**src/rtl/gh_gray_ptr.sv**
```systemverilog
// gh_gray_ptr: binary up-counter with a registered Gray-coded copy.
// It is the source side of a Gray pointer crossing, such as FIFO read/write pointers.
// Optional feature macro GH_GRAY_PTR_SYNC_EN adds three things:
//   - a 2-flop synchronizer for the far-domain Gray pointer,
//   - a Gray-to-binary conversion of that pointer,
//   - a registered level, equal to (bin - far_bin) mod 2**size.
module gh_gray_ptr #(
   parameter int unsigned size = 8
) (
   input  logic            clk,
   input  logic            rst,
   input  logic            clr,
   input  logic            load,
   input  logic [size-1:0] load_val,
   input  logic            inc,
`ifdef GH_GRAY_PTR_SYNC_EN
   input  logic [size-1:0] far_gray,
   output logic [size-1:0] far_bin,
   output logic [size-1:0] level,
`endif
   output logic [size-1:0] bin,
   output logic [size-1:0] gray,
   output logic            tc,
   output logic            wrap
);

   localparam logic [size-1:0] all_ones = '1;

   logic [size-1:0] bin_next_c;
   logic            wrap_next_c;

   // Next pointer value and wrap detection; priority clr > load > inc > hold
   always_comb begin
      bin_next_c  = bin;
      wrap_next_c = 1'b0;
      if (clr) begin
         bin_next_c = '0;
      end else if (load) begin
         bin_next_c = load_val;
      end else if (inc) begin
         bin_next_c  = bin + size'(1);
         wrap_next_c = (bin == all_ones);
      end
   end

   // Pointer registers; gray and tc are derived from bin_next so they never lag bin
   always_ff @(posedge clk) begin
      if (rst) begin
         bin  <= '0;
         gray <= '0;
         tc   <= 1'b0;
         wrap <= 1'b0;
      end else begin
         bin  <= bin_next_c;
         gray <= bin_next_c ^ (bin_next_c >> 1);
         tc   <= (bin_next_c == all_ones);
         wrap <= wrap_next_c;
      end
   end

`ifdef GH_GRAY_PTR_SYNC_EN
   logic [size-1:0] s1;
   logic [size-1:0] s2;
   logic [size-1:0] far_bin_c;

   // Gray-to-binary of the synchronized far pointer
   always_comb begin
      far_bin_c = '0;
      far_bin_c[size-1] = s2[size-1];
      for (int i = int'(size) - 2; i >= 0; i--) begin
         far_bin_c[i] = far_bin_c[i+1] ^ s2[i];
      end
   end

   // Two-flop synchronizer, converted far pointer and occupancy level; clr leaves these alone
   always_ff @(posedge clk) begin
      if (rst) begin
         s1      <= '0;
         s2      <= '0;
         far_bin <= '0;
         level   <= '0;
      end else begin
         s1      <= far_gray;
         s2      <= s1;
         far_bin <= far_bin_c;
         level   <= bin - far_bin;
      end
   end
`endif

endmodule
```
**config.mk**
```make
export PLATFORM = sky130hd
export DESIGN_NAME = gh_gray_ptr
export DESIGN_NICKNAME = d
export VERILOG_FILES = /design/src/rtl/gh_gray_ptr.sv
export SDC_FILE = /design/constraint.sdc
export NUM_CORES = 1
export LEC_CHECK = 0
export CAP_MARGIN = 10
export CORE_UTILIZATION = 39
export DETAILED_ROUTE_END_ITERATION = 6
export PLACE_DENSITY = 0.72
export SLEW_MARGIN = 20
export SYNTH_ARGS = -nofsm -noshare
export SYNTH_HDL_FRONTEND = slang
export SYNTH_SLANG_ARGS = --single-unit
```
**constraint.sdc**
```tcl
create_clock -name clk -period 1.74 [get_ports clk]
set_input_delay 0.261 -clock clk [delete_from_list [all_inputs] [get_ports clk]]
set_output_delay 0.261 -clock clk [all_outputs]
set_load 0.01 [all_outputs]
```
# After elaboration in Yosys (flattened, before gate mapping)
# Cells that the tools add are included.
totals:
  register_bits: 18
  word_cells: 13
  out_inout_bits: 18
  input_bits: 13
op_classes:
  reduce_logical: 1
  bitwise_logic: 2
  n_mux: 3
  n_eq_ne: 2
  add_sub_neg: 1
ops:
  columns: ["operator", "n"]
  rows:
  - ["2-to-1 mux 8 bit", 3]
  - ["== test 8 bit (second input constant)", 2]
  - ["adder 8 x 1 -> 8 bit (second input constant)", 1]
  - ["XOR 8 x 7 -> 8 bit", 1]
  - ["OR reduction 4 bit", 1]
  - ["NOT 1 bit", 1]

# Longest topological paths before layout
# Gate-level depths: netlist of the first run.
depth:
  ltp_word: 5
  depth_mapped: 8
  depth_no_buf: 8

# Least setup slack after synthesis of the first run
# Ideal clock, no wire load.
synth_path:
  path_kind: "flip-flop to flip-flop"
  from: "register bin[0]"
  to: "register gray[6]"
  path_buffers: 0
  path_stages_with_launch: 8
  t_required_ns: 1.626
  arrival_time_ns: 1.708
  synth_period_minus_slack_ns: 1.822
  slack_ns: -0.082
  setup_ns: 0.114
  cell_sequence: "dfxtp_1 > ha_1 > nand4_2 > o21a_1 > o31ai_2 > nor2_1 > ha_1 > nor2b_1"
synth_via:
  elab_chain_cells: 5
synth_rtl:
  columns: ["element", "line", "text"]
  rows:
  - ["from (decl)", "21", "output logic [size-1:0] bin,"]
  - ["from (signal assigned)", "54", "bin <= bin_next_c;"]
  - ["adder 8 x 1 -> 8 bit", "41", "bin_next_c = bin + size'(1);"]
  - ["2-to-1 mux 8 bit", "40", "end else if (inc) begin"]
  - ["2-to-1 mux 8 bit", "38", "end else if (load) begin"]
  - ["2-to-1 mux 8 bit", "36", "if (clr) begin"]
  - ["named net bin_next_c[6]", "29", "logic [size-1:0] bin_next_c;"]
  - ["XOR 8 x 7 -> 8 bit", "55", "gray <= bin_next_c ^ (bin_next_c >> 1);"]
  - ["to (signal assigned)", "55", null]
  - ["to (decl)", "22", "output logic [size-1:0] gray,"]
# The timed path passes the listed nets, and every way through them passes these cells.
# A chain may end at the register's enable or synchronous reset.

# Worst setup path in the final report of the first run
# Same ends and word-level chain as after synthesis.

==> results of run 1 <==
## per-stage QoR
step | power, mW | utilization | instances
after floorplan | 0.521 | - | 93
after global placement | 0.635 | 0.647 | 163
after detailed placement | 0.639 | 0.647 | 163
after CTS | 0.848 | 0.669 | 167
after global routing | 0.890 | 0.673 | 167
final | 0.838 | 0.673 | 167
## sequential cells by signal (all words and copies together) (netlist names)
register and count:
wrap 1, bin 8, gray 7, tc 1
## cell type report
class / count / area (sq um)
Multi-Input combinational cell: 64 / 479
Clock buffer: 4 / 26.3
Tap cell: 27 / 33.8
Inverter: 7 / 26.3
Fill cell: 178 / 661
Sequential cell: 17 / 349
Timing Repair Buffer: 48 / 447
## routing by layer
metal	vias to the layer above	part of all wire	wire length, microns	global-route usage
met3	0	0.052	96	0.0280
met4	0	0	0	0.0441
met2	26	0.49	909	0.306
met1	346	0.45	834	0.225
met5	-	0	0	0
li1	411	-	-	-
## path summary, 6_finish.rpt
check                                  from      end  slack [ns]  cells after the start
worst max-delay path                 bin[0]  gray[6]        0.09                      7
worst min-delay path            load_val[1]   bin[1]        0.62                      3
worst max register to register       bin[0]  gray[6]        0.09                      7
worst min register to register       bin[2]     wrap        0.68                      2
## where the power goes
group	total (mW)	switching (mW)	internal [mW]
Sequential	0.422	0.0132	0.409
Combinational	0.208	0.0833	0.125
Clock	0.208	0.119	0.0889
Total	0.838	0.216	0.622
## synth_stat cells, drive strengths merged
cell type / count / area [sq um]
ha: 5 / 62.6
o21ai: 3 / 15.0
or2b: 1 / 8.76
xnor2: 5 / 43.8
inv: 7 / 26.3
o21a: 1 / 7.51
and4: 1 / 8.76
nand4: 2 / 18.8
nand2: 2 / 7.51
and2b: 1 / 8.76
o31ai: 1 / 12.5
xor2: 3 / 26.3
buf: 2 / 15.0
a311oi: 1 / 8.76
nor4: 3 / 18.8
dfxtp: 17 / 340
and3: 2 / 12.5
nand3: 1 / 5.00
nor2b: 7 / 43.8
and3b: 1 / 10.0
a221oi: 1 / 15.0
a21oi: 3 / 15.0
nor2: 11 / 41.3
clkbuf: 3 / 31.3
nor4b: 1 / 8.76
a211oi: 1 / 7.51
nor3: 7 / 40.0
## worst max-delay path: cells and delay by family, from the launching register on
family	cells	cell delay, ns
AOI/OAI and AO/OA	2	0.42
adders and majority gates	2	0.43
DFF	1	0.38
and+or+nand+nor	3	0.31
## cell families (layout without fill, tap and decap cells)
logic type | count (synthesis) | in the layout | share of synthesized area
AND/OR/NAND/NOR | 40 | 40 | 0.271
flip-flops | 17 | 17 | 0.396
adder cells (fa/ha/maj) | 5 | 5 | 0.0728
XOR/XNOR | 8 | 8 | 0.0815
buffers and inverters | 12 | 59 | 0.0844
AO/OA/AOI/OAI | 11 | 11 | 0.0946
## timing repair
action	in CTS	in global routing
cloned	0	0
pin swaps	1	3
gates resized for setup	4	4
setup endpoints to repair	4	3
buffers inserted	0	0
endpoints found under the hold margin	0	0
==> impl_metrics.yaml, run 1 <==
sta:
  max_freq_mhz: 606
  final-hold-violation-count: 0
  setup_viol: 0
  fin_skew_ns: 0.00516
  worst_slack_ns: 0.0906
  min_period_ns: 1.65
  drv_slew: 0
  post-route-period-util: 0.948
  holdWs_ns: 0.616
  relSlewSlack: 0.791
  tightest_slew_ns: 0.312
  final.setup.tns_ns: 0
  rsz0062_at_grt: "no"
run_status:
  status: "finished clean"
layout:
  fin_area_sq_um: 1360
  layout_commonest_cell: "clkdlybuf4s50_1"
  drive_gt1_frac: 0.236
  n_antenna_cell: 0
  syn_to_final_growth_pct: 58.4
  layout_common_cells: "clkdlybuf4s50_1 (29), buf_4 (17), dfxtp_1 (14), nor2_1 (11)"
  fin_nets: 159
grt:
  track_usage: 0.176
  overflow: 0
  grt_max_degree: 19
  grt_pass1_vias: 746
  antenna_found_initial: 0
  grt_pass1_wl_microns: 3270
cts:
  cts_buffers: 3
  path_clk_slew_ns: 0.10
  cts_max_level: 1
  clk_path_buf_depth: 2
  clock_sinks: 17
  clock_latency_ns: 0.28
  cts_root_buf: "clkbuf_4"
  postCtsHoldBufs: 0
  cts_tree: "built"
detailed_routing:
  drtAntennaViolNets: 0
  drtPass1Iterations: 4
  initialDrtViolationCount: 8
  routed_wl_microns: 1840
  via_count: 783
  viasPerCell: 4.69
  avgRoutedWirePerCell_microns: 11.0
  drt_drc_violations_left: 0
synthesis:
  yosysSeqAreaShare: 0.396
  syn_area_per_cell_sq_um: 9.24
  synth_nets: 111
  synth_cells: 93
  syn_area_sq_um: 860
  ys_ff_latch: 17
  ys_types: 30
  yosysWarnings: 0
placement:
  portBuffers: 30
  place_area_sq_um: 1310
  place_ws_ns: -0.416
  hpwl_microns: 1460
  finalWeightedCongestion: 0.804
floorplanning:
  die_area_sq_um: 2400
  die_w_microns: 48.9
  die_h_microns: 48.9
  rows: 16
  core_sq_um: 2020
  start_util: 0.425
  ios: 31
worst_hold_path:
  min_path_type: "in2reg"
worst_setup_path:
  critPathKind: "reg2reg"
  path_max_fanout: 4
  start_kind: "flip-flop"
  max_stage_delay_ns: 0.38
  crit_chain: "ha_4 -> nand4_4 -> o21a_1 -> o31ai_4 -> nor2_1 -> ha_1 -> nor2b_1"
  required_ns: 1.93
  cp_slowest_cell: "dfxtp_4"
  cp-end-kind: "flip-flop"
  arrival_ns: 1.83
power_and_ir_drop:
  leakage_nw: 0.588
  power_density_nw_per_um2: 616
  vdd.ir_drop.worst_v: 0.000541
run:
  maxCapViolations: 0
Note: power is estimated with default switching activity, not from simulation.
==> inputs of run 2 (changes only) <==
--- a/config.mk
+++ b/config.mk
@@ -6,6 +6,7 @@
 export NUM_CORES = 1
 export LEC_CHECK = 0
 export CAP_MARGIN = 10
+export CORE_ASPECT_RATIO = 1.2
 export CORE_UTILIZATION = 39
 export DETAILED_ROUTE_END_ITERATION = 6
 export PLACE_DENSITY = 0.72
==> run 2 against run 1 <==
Critical path depth unchanged. Utilization down 0.60 points. Sequential cell count unchanged. Cell area up 1.6%. Clock skew down 0.0026 ns. Worst setup slack worse by 0.021 ns. First-iteration DRC count down 38%. Final cell count up 3.0%. Combinational power up 3%. Worst hold slack worse by 0.014 ns. Critical path type unchanged. Largest cell class unchanged. Largest power group unchanged.
==> impl_metrics.yaml, run 2 (synthesis results as in run 1) <==
detailed_routing:
  initialDrtViolationCount: 5
  routed_wl_microns: 2000
  drtPass1Iterations: 4
  avgRoutedWirePerCell_microns: 11.6
  via_count: 807
  drt_drc_violations_left: 0
  drtAntennaViolNets: 0
  viasPerCell: 4.69
placement:
  finalWeightedCongestion: 0.806
  hpwl_microns: 1600
  place_area_sq_um: 1330
  portBuffers: 30
floorplanning:
  core_sq_um: 2070
  start_util: 0.415
  die_h_microns: 53.4
  die_area_sq_um: 2400
  ios: 31
  die_w_microns: 44.9
  rows: 18
layout:
  post-route-util: 0.667
  top_regs: "bin (8), gray (7)"
  largest_reg_flops: 8
  fillCellCount: 192
  multi_input_area_sq_um: 484
  drive_gt1_frac: 0.254
  largest-register: "bin"
  fin_nets: 161
  layout_common_cells: "clkdlybuf4s50_1 (29), buf_4 (19), dfxtp_1 (14), nor2_1 (11)"
  syn_to_final_growth_pct: 60.8
  layout_commonest_cell: "clkdlybuf4s50_1"
  seq_area_sq_um: 347
  n_antenna_cell: 0
  fin_area_sq_um: 1380
cts:
  cts_tree: "built"
  path_clk_slew_ns: 0.10
  cts_root_buf: "clkbuf_4"
  clock_sinks: 17
  cts_buffers: 3
  postCtsHoldBufs: 0
  post_cts_buffers: 0
  clock_latency_ns: 0.30
  cts_max_level: 1
  clk_path_buf_depth: 2
sta:
  tightest_slew_ns: 0.365
  rsz0062_at_grt: "no"
  setup_viol: 0
  min_period_ns: 1.67
  final-hold-violation-count: 0
  post-route-period-util: 0.960
  drv_slew: 0
  relSlewSlack: 0.756
  max_freq_mhz: 599
  fin_skew_ns: 0.00259
  holdWs_ns: 0.602
power_and_ir_drop:
  leakage_nw: 0.598
  vdd.ir_drop.worst_v: 0.000423
  power_density_nw_per_um2: 622
run:
  maxCapViolations: 0
worst_setup_path:
  r2r_slack_ns: 0.07
  arrival_ns: 1.88
  path_max_fanout: 4
  worstReg2RegStart: "bin[0]"
  startpoint: "bin[0]"
  worstRegToRegCells: 7
  r2r-end: "gray[6]"
  cp-endpoint: "gray[6]"
  critPathKind: "reg2reg"
  required_ns: 1.94
  start_kind: "flip-flop"
  cp-end-kind: "flip-flop"
grt:
  grt_pass1_wl_microns: 3250
  overflow: 0
  grt_pass1_vias: 762
  grt_max_degree: 11
  antenna_found_initial: 0
  track_usage: 0.194
worst_hold_path:
  min_path_type: "in2reg"
run_status:
  status: "finished clean"
## run 2: changes by cell type in the layout (fill, tap and decap cells not counted), sizes merged
cell  delta
buf      +2
## run 2: worst min-delay path by stage
stage,from,end,depth (start not counted)
after floorplan,rst,bin[0],1
after global placement,bin[3],wrap,2
after detailed placement,bin[3],wrap,2
after CTS,load_val[1],bin[1],3
after global routing,inc,wrap,3
final,load_val[1],bin[1],3
## run 2: layout make-up
| type | count | area share |
|---|---|---|
| multi-input combinational | 64 | 0.350 |
| timing repair buffer | 50 | 0.334 |
| clock buffer | 4 | 0.0190 |
| sequential | 17 | 0.251 |
| tap | 30 | 0.0271 |
| inverter | 7 | 0.0190 |
## run 2: what timing repair did
item / in CTS / in global routing
gates resized for setup: 5 / 2
endpoints found under the setup margin: 1 / 3
pin swaps: 1 / 0
hold endpoints to repair: 0 / 0
## run 2: per-layer routing
metal,routed length (microns),track usage,part of all wire
met1,835,0.219,0.42
met2,1030,0.348,0.51
met3,97,0.0307,0.049
met4,42,0.0909,0.021
met5,0,0,0
## run 2: critical path: stages (launching register included)
cell and delay (ns):
dfxtp_4 0.38, ha_4 0.15, nand4_4 0.12, o21a_1 0.22
o31ai_4 0.23, nor2_1 0.07, ha_1 0.28, nor2b_1 0.12
## run 2: report_power, final
part / switching, mW / internal [mW]
registers: 0.0137 / 0.410
clock network: 0.131 / 0.0895
logic: 0.0846 / 0.131
total: 0.230 / 0.630
## run 2: through the flow
stage / TNS, ns / power [mW] / cells / worst slack (ns)
global route: 0 / 0.909 / 172 / 0.00644
detailed placement: -1.91 / 0.646 / 168 / -0.320
CTS: 0 / 0.868 / 172 / 0.0323
global placement: -1.58 / 0.641 / 168 / -0.282
floorplan: 0 / 0.521 / 93 / 0.00560
finish: 0 / 0.860 / 172 / 0.0697
